## config.mk

```make
export PLATFORM = sky130hd
export DESIGN_NAME = pipe_stage_skid
export DESIGN_NICKNAME = d
export VERILOG_FILES = /design/src/rtl/pipe_stage_skid.sv
export SDC_FILE = /design/constraint.sdc
export NUM_CORES = 1
export LEC_CHECK = 0
export ABC_CLOCK_PERIOD_IN_PS = 2500
export CORE_MARGIN = 4
export CORE_UTILIZATION = 45
export DETAILED_ROUTE_END_ITERATION = 6
export PLACE_DENSITY = 0.82
export SLEW_MARGIN = 20
export SYNTH_ARGS = -nofsm -noshare
export SYNTH_HDL_FRONTEND = slang
export SYNTH_SLANG_ARGS = --single-unit
```

## constraint.sdc

```tcl
create_clock -name clk_i -period 2.5 [get_ports clk_i]
set_input_delay 0.625 -clock clk_i [delete_from_list [all_inputs] [get_ports clk_i]]
set_output_delay 0.625 -clock clk_i [all_outputs]
set_load 0.005 [all_outputs]
```

## src/rtl/pipe_stage_skid.sv

```systemverilog
// Parametrised pipeline stage register with a 2-entry skid buffer, a registered
// in_ready_o, synchronous flush, control masking on bubbles and saturating counters.
module pipe_stage_skid #(
  parameter int unsigned DATA_W = 128,
  parameter int unsigned CTRL_W = 2,
  parameter int unsigned RD_W   = 5,
  parameter int unsigned CNT_W  = 16
) (
  input  logic              clk_i,
  input  logic              rst_ni,
  input  logic              flush_i,
  input  logic              in_valid_i,
  output logic              in_ready_o,
  input  logic [DATA_W-1:0] in_data_i,
  input  logic [CTRL_W-1:0] in_ctrl_i,
  input  logic [RD_W-1:0]   in_rd_i,
  output logic              out_valid_o,
  input  logic              out_ready_i,
  output logic [DATA_W-1:0] out_data_o,
  output logic [CTRL_W-1:0] out_ctrl_o,
  output logic [RD_W-1:0]   out_rd_o,
  output logic [1:0]        occupancy_o,
  output logic [CNT_W-1:0]  stall_cnt_o,
  output logic [CNT_W-1:0]  bubble_cnt_o
);

  typedef enum logic [1:0] {
    ST_EMPTY = 2'd0,
    ST_ONE   = 2'd1,
    ST_FULL  = 2'd2
  } state_e;

  state_e              state_q, state_d;
  logic [DATA_W-1:0]   head_data_q, head_data_d;
  logic [CTRL_W-1:0]   head_ctrl_q, head_ctrl_d;
  logic [RD_W-1:0]     head_rd_q, head_rd_d;
  logic [DATA_W-1:0]   skid_data_q, skid_data_d;
  logic [CTRL_W-1:0]   skid_ctrl_q, skid_ctrl_d;
  logic [RD_W-1:0]     skid_rd_q, skid_rd_d;
  logic                in_ready_q, in_ready_d;
  logic                out_valid_q, out_valid_d;
  logic [CTRL_W-1:0]   out_ctrl_q, out_ctrl_d;
  logic [1:0]          occ_q, occ_d;
  logic [CNT_W-1:0]    stall_cnt_q, stall_cnt_d;
  logic [CNT_W-1:0]    bubble_cnt_q, bubble_cnt_d;
  logic                accept, pop;

  // Saturating increment: holds at all-ones instead of wrapping.
  function automatic logic [CNT_W-1:0] sat_inc(input logic [CNT_W-1:0] val,
                                               input logic             en);
    logic [CNT_W-1:0] res;
    if (en && (val != {CNT_W{1'b1}})) begin
      res = val + CNT_W'(1);
    end else begin
      res = val;
    end
    return res;
  endfunction

  assign accept = in_valid_i & in_ready_q;
  assign pop    = out_valid_q & out_ready_i;

  // Next-state and storage steering; flush overrides accept and pop.
  always_comb begin
    state_d     = state_q;
    head_data_d = head_data_q;
    head_ctrl_d = head_ctrl_q;
    head_rd_d   = head_rd_q;
    skid_data_d = skid_data_q;
    skid_ctrl_d = skid_ctrl_q;
    skid_rd_d   = skid_rd_q;
    if (flush_i) begin
      state_d = ST_EMPTY;
    end else begin
      case (state_q)
        ST_EMPTY: begin
          if (accept) begin
            head_data_d = in_data_i;
            head_ctrl_d = in_ctrl_i;
            head_rd_d   = in_rd_i;
            state_d     = ST_ONE;
          end else begin
            state_d = ST_EMPTY;
          end
        end
        ST_ONE: begin
          if (accept && pop) begin
            head_data_d = in_data_i;
            head_ctrl_d = in_ctrl_i;
            head_rd_d   = in_rd_i;
            state_d     = ST_ONE;
          end else if (accept) begin
            skid_data_d = in_data_i;
            skid_ctrl_d = in_ctrl_i;
            skid_rd_d   = in_rd_i;
            state_d     = ST_FULL;
          end else if (pop) begin
            state_d = ST_EMPTY;
          end else begin
            state_d = ST_ONE;
          end
        end
        ST_FULL: begin
          // in_ready_q is low here, so only a pop can move the state.
          if (pop) begin
            head_data_d = skid_data_q;
            head_ctrl_d = skid_ctrl_q;
            head_rd_d   = skid_rd_q;
            state_d     = ST_ONE;
          end else begin
            state_d = ST_FULL;
          end
        end
        default: begin
          state_d = ST_EMPTY;
        end
      endcase
    end
  end

  // Handshake/status outputs precomputed from the next state so they leave flops.
  always_comb begin
    in_ready_d  = (state_d != ST_FULL);
    out_valid_d = (state_d != ST_EMPTY);
    out_ctrl_d  = {CTRL_W{1'b0}};
    if (out_valid_d) begin
      out_ctrl_d = head_ctrl_d;
    end else begin
      out_ctrl_d = {CTRL_W{1'b0}};
    end
    case (state_d)
      ST_EMPTY: occ_d = 2'd0;
      ST_ONE:   occ_d = 2'd1;
      ST_FULL:  occ_d = 2'd2;
      default:  occ_d = 2'd0;
    endcase
  end

  // Performance counters qualify on the current outputs and skip flush cycles.
  always_comb begin
    stall_cnt_d  = sat_inc(stall_cnt_q, out_valid_q & ~out_ready_i & ~flush_i);
    bubble_cnt_d = sat_inc(bubble_cnt_q, ~out_valid_q & ~flush_i);
  end

  // Control state and registered handshake outputs.
  always_ff @(posedge clk_i or negedge rst_ni) begin
    if (!rst_ni) begin
      state_q     <= ST_EMPTY;
      in_ready_q  <= 1'b1;
      out_valid_q <= 1'b0;
      out_ctrl_q  <= {CTRL_W{1'b0}};
      occ_q       <= 2'd0;
    end else begin
      state_q     <= state_d;
      in_ready_q  <= in_ready_d;
      out_valid_q <= out_valid_d;
      out_ctrl_q  <= out_ctrl_d;
      occ_q       <= occ_d;
    end
  end

  // Head and skid payload storage.
  always_ff @(posedge clk_i or negedge rst_ni) begin
    if (!rst_ni) begin
      head_data_q <= {DATA_W{1'b0}};
      head_ctrl_q <= {CTRL_W{1'b0}};
      head_rd_q   <= {RD_W{1'b0}};
      skid_data_q <= {DATA_W{1'b0}};
      skid_ctrl_q <= {CTRL_W{1'b0}};
      skid_rd_q   <= {RD_W{1'b0}};
    end else begin
      head_data_q <= head_data_d;
      head_ctrl_q <= head_ctrl_d;
      head_rd_q   <= head_rd_d;
      skid_data_q <= skid_data_d;
      skid_ctrl_q <= skid_ctrl_d;
      skid_rd_q   <= skid_rd_d;
    end
  end

  // Stall and bubble counters, cleared only by reset.
  always_ff @(posedge clk_i or negedge rst_ni) begin
    if (!rst_ni) begin
      stall_cnt_q  <= {CNT_W{1'b0}};
      bubble_cnt_q <= {CNT_W{1'b0}};
    end else begin
      stall_cnt_q  <= stall_cnt_d;
      bubble_cnt_q <= bubble_cnt_d;
    end
  end

  assign in_ready_o   = in_ready_q;
  assign out_valid_o  = out_valid_q;
  assign out_data_o   = head_data_q;
  assign out_ctrl_o   = out_ctrl_q;
  assign out_rd_o     = head_rd_q;
  assign occupancy_o  = occ_q;
  assign stall_cnt_o  = stall_cnt_q;
  assign bubble_cnt_o = bubble_cnt_q;

endmodule
```

======== Yosys cells after proc, flatten, opt, wreduce, memory -nomap -nowiden ========
Cells that the tools add are included.
cells by class
  reduce and logical (&&, ||, !) cells .... 8
  eq/ne operators ......................... 10
  multiplexer cells ....................... 22
  add/subtract/negate cells ............... 2
  bitwise logic cells ..................... 9
operators by type and width
  cell                                                  count
  two-way mux 128 bit                                   3
  one-hot mux 128 bit (3 select lines)                  1
  adder 16 x 1 -> 16 bit (second input constant)        2
  inequality test 16 bit (second input constant)        2
  two-way mux 2 bit                                     9
  two-way mux 5 bit                                     3
  one-hot mux 5 bit (3 select lines)                    1
  one-hot mux 2 bit (3 select lines)                    2
  inequality test 2 bit (second input constant)         4
  AND 1 bit                                             5
  AND reduction 5 bit                                   1
  equality test 2 x 1 -> 1 bit (second input constant)  2
  equality test 2 bit (second input constant)           2
  NOT 1 bit                                             4
  one-hot mux 2 bit (2 select lines)                    1
  AND reduction 4 bit                                   1
  logical AND 1 bit                                     3
  nonzero test 3 bit                                    1
  logical NOT 2 bit                                     1
  two-way mux 1 bit                                     2
  nonzero test 2 bit                                    1
storage, ports and cells
  output and inout bits ................... 171
  flip-flop bits (word level) ............. 310

======== Depth between registers and ports, before layout ========
  word-level depth ........................ 8
  mapped depth ............................ 7
  gate-level depth less buffers ........... 6

======== Worst setup path before layout ========
Ideal clock, no wire load.
  kind .................................... in2reg
  from .................................... input in_valid_i
  to ...................................... register skid_data_q[100]
  cell stages on the path ................. 7
  path buffers ............................ 2
  arrival time ............................ 2.030 ns
  path slack .............................. 0.345 ns
  setup time .............................. 0.125 ns
  cells stage by stage .................... and2_1 -> ha_1 -> nand3b_1 -> nor2_1 -> buf_2 -> buf_2 -> mux2_2
on the way
  word-level cells in the longest chain between the ends .. 4
ends and longest elaborated chain
  element                                 line  RTL
  start: declaration                      12    input logic in_valid_i,
  AND 1 bit *                             60    assign accept = in_valid_i & in_ready_q;
  logical AND 1 bit                       87    if (accept && pop) begin
  NOT 1 bit (no source line)              --
  AND reduction 4 bit (no source line) *  --
  end signal: assignment                  168   skid_data_q <= {DATA_W{1'b0}};
  end signal: assignment                  175   skid_data_q <= skid_data_d;
  end: declaration                        37    logic [DATA_W-1:0] skid_data_q, skid_data_d;
Every way passes the cells marked *; elsewhere a longest branch is shown, timed or not.
A chain may end at the register's enable or synchronous reset.

======== Worst setup path in the final report ========
  from .................................... register out_valid_q, in the netlist out_valid_o
  to ...................................... output out_valid_o
RTL lines
  element                   line  RTL
  start: declaration        41    logic out_valid_q, out_valid_d;
  start signal: assignment  156   out_valid_q <= out_valid_d;
  end: declaration          17    output logic out_valid_o,
No word-level cell between the ends.

==> results.yml <==
outcome:
  status: "completed"
clocking:
  root_buffer: "clkbuf_16"
  ctsResizeCount: 0
  clk_pin_slew_ns: 0.06
  cts_setup_buffers: 0
  numClockSinks: 310
  clock_path_buffers: 3
  insertion_delay_ns: 0.50
  cts_hold_buffers: 0
  cts_max_level: 2
  cts_inserted_buffers: 34
  cts_tree: "done"
global_routing:
  grt_pass1_vias: 10700
  antenna_found_initial: 2
  top_usage_layer: "met2"
  grt-ovfl-total: 0
  grt_util_met3_pct: 4.19
  met2_usage_pct: 37.0
  grt_max_degree: 134
  grtUsageTotal_pct: 21.2
  grt.met1_usage_pct: 26.7
  grt_pass1_wl_microns: 57500
timing:
  tightestPinTransition_ns: 0.634
  finalHoldViolCount: 0
  clock_skew_ns: 0.00951
  fin_crit_ns: 2.30
  fin_ws_ns: 0.199
  finalCritPeriodShare_pct: 92.1
  drv_slew: 0
  max_freq_ghz: 0.435
  setup_viol: 0
  rsz0062_at_grt: "no"
  slew_headroom_pct: 57.3
die:
  dieHeight_microns: 182
  die_area_sq_um: 33100
  rows: 63
  start_util_pct: 45.8
  fp.coreArea_sq_um: 29800
  fp.dieW_microns: 182
  io-pin-count: 311
placed_design:
  place_worst_setup_slack_ns: -0.126
  io_buffers: 310
  gp_congestion: 0.847
  hpwl_microns: 24800
  dp_cells: 1901
yosys:
  synth-edff-count: 0
  ys_seq_area_share_pct: 56.9
  ys_types: 49
  ys_ff_latch: 310
  syn_avg_cell_area_sq_um: 11.4
  syn-instance-count: 1200
  synthesis.nets: 1343
  synthArstFlopShare_pct: 100
  synthFlopType: "dfrtp_1"
  yosys_warnings: 0
  syn_area_sq_um: 13600
setup_path:
  critPathMaxStageDelay_ns: 0.60
  path_cells: "clkdlybuf4s50_1"
  crit_type: "reg2out"
  cp_data_arrival_time_ns: 1.68
  critPathLaunchType: "register"
  required_ns: 1.88
  crit_buf_inv: 1
  path_delay_family: "buffers and inverters"
  slowest_stage: "clkdlybuf4s50_1"
  end_kind: "output port"
  crit_fanout: 12
detailed_routing:
  drtIter0Drc: 563
  dr.pass1.iters: 5
  vias: 10200
  ant_nets: 0
  drc: 0
  avgRoutedWirePerCell_microns: 18.2
  viasPerCell: 5.18
  drt-total-wl_microns: 35600
layout:
  nNetsFinal: 1690
  drive_gt1_share_pct: 22.3
  layout_commonest_cell: "nand2_1"
  n_fill_cell: 2265
  fin_cells: 1963
  layout_common_cells: "415 x nand2_1, 309 x dfrtp_1, 309 x clkdlybuf4s50_1"
  syn2layout_area_growth_pct: 38.5
worst_hold_path:
  hp-class: "in2async"
pwr:
  leakage_nw: 8.49
  ir_worst_vdd_mv: 0.541
  pwr_density_cell_nw_per_um2: 903
job:
  drv_cap: 0
==> sequential cells by signal (all words and copies together), names as in the netlist <==
signal / flops
bubble_cnt_o: 16
head_ctrl_q: 2
in_ready_o: 1
occupancy_o: 2
out_ctrl_o: 2
out_data_o: 128
out_rd_o: 5
out_valid_o: 1
skid_ctrl_q: 2
skid_data_q: 128
skid_rd_q: 5
stall_cnt_o: 16
state_q: 2
==> layer usage <==
metal / routed length [microns] / part of all wire, %
met5: 0 / 0
met4: 1110 / 3.1
met3: 1890 / 5.3
met2: 18200 / 51
met1: 14500 / 41
==> area by class of cell <==
type                       instances  area [sq um]  area share [%]
tap                              390           488            2.58
multi-input combinational        823          5580            29.6
timing repair buffer             372          3910            20.7
sequential                       310          7760            41.1
antenna                            2          5.00          0.0265
clock buffer                      55          1080            5.74
clock inverter                     5          28.8           0.152
inverter                           6          22.5           0.119
==> stage by stage <==
stage          TNS (ns)  power, mW  util [%]  area, sq um  hold WS (ns)
2_1_floorplan         0       9.47         -        13600         0.329
3_3_place_gp      -8.98       11.9      59.6        17800         0.466
3_5_place_dp     -13.25       12.2      59.6        17800         0.477
4_1_cts               0       17.3      63.4        18900        0.0578
5_1_grt               0       17.9      63.4        18900        0.0700
6_report              0       17.1      63.4        18900        0.0494
==> cells by family after synthesis <==
kind of cell	Yosys count	share of synthesized area [%]
XOR/XNOR	23	1.48
buffers and inverters	67	2.31
AO/OA/AOI/OAI	27	1.35
flip-flops	310	56.9
AND/OR/NAND/NOR	496	15.1
adder cells (fa/ha/maj)	3	0.275
multiplexers	274	22.6
==> report_power, final <==
group	internal, mW	leakage, nW	switching (mW)
Combinational	2.92	4.18	1.49
Clock	2.97	0.551	1.96
Sequential	6.69	3.76	1.02
Total	12.6	8.49	4.47
==> cells in the mapped netlist (all sizes together) (3+ instances only) <==
cell type  count  share of area, %
buf           36               1.5
inv            6              0.17
nand3b         4              0.22
nand4         11              0.50
mux2         274                23
xor2          15              0.96
xnor2          8              0.51
o21ai          6              0.22
nor2          12              0.33
nor3           6              0.22
nand3         14              0.51
nand2        415                11
a21oi         10              0.45
and3           3              0.14
clkbuf        25              0.69
dfrtp        309                57
nor4           9              0.46
nand2b         5              0.23
ha             3              0.28
==> worst paths after layout <==
| path | depth (start not counted) | start | endpoint | slack [ns] |
|---|---|---|---|---|
| max in group asynchronous | 2 | rst_ni | in_ready_o | 1.72 |
| worst min-delay path | 1 | rst_ni | skid_rd_q[4] | 0.05 |
| worst max register to register | 7 | out_valid_o | skid_data_q[17] | 0.44 |
| min in group clk_i | 1 | out_data_o[62] | out_data_o[62] | 0.49 |
| worst min register to register | 1 | out_data_o[62] | out_data_o[62] | 0.49 |
| worst max-delay path | 1 | out_valid_o | out_valid_o | 0.20 |
Power figures use the tool's default switching activity.
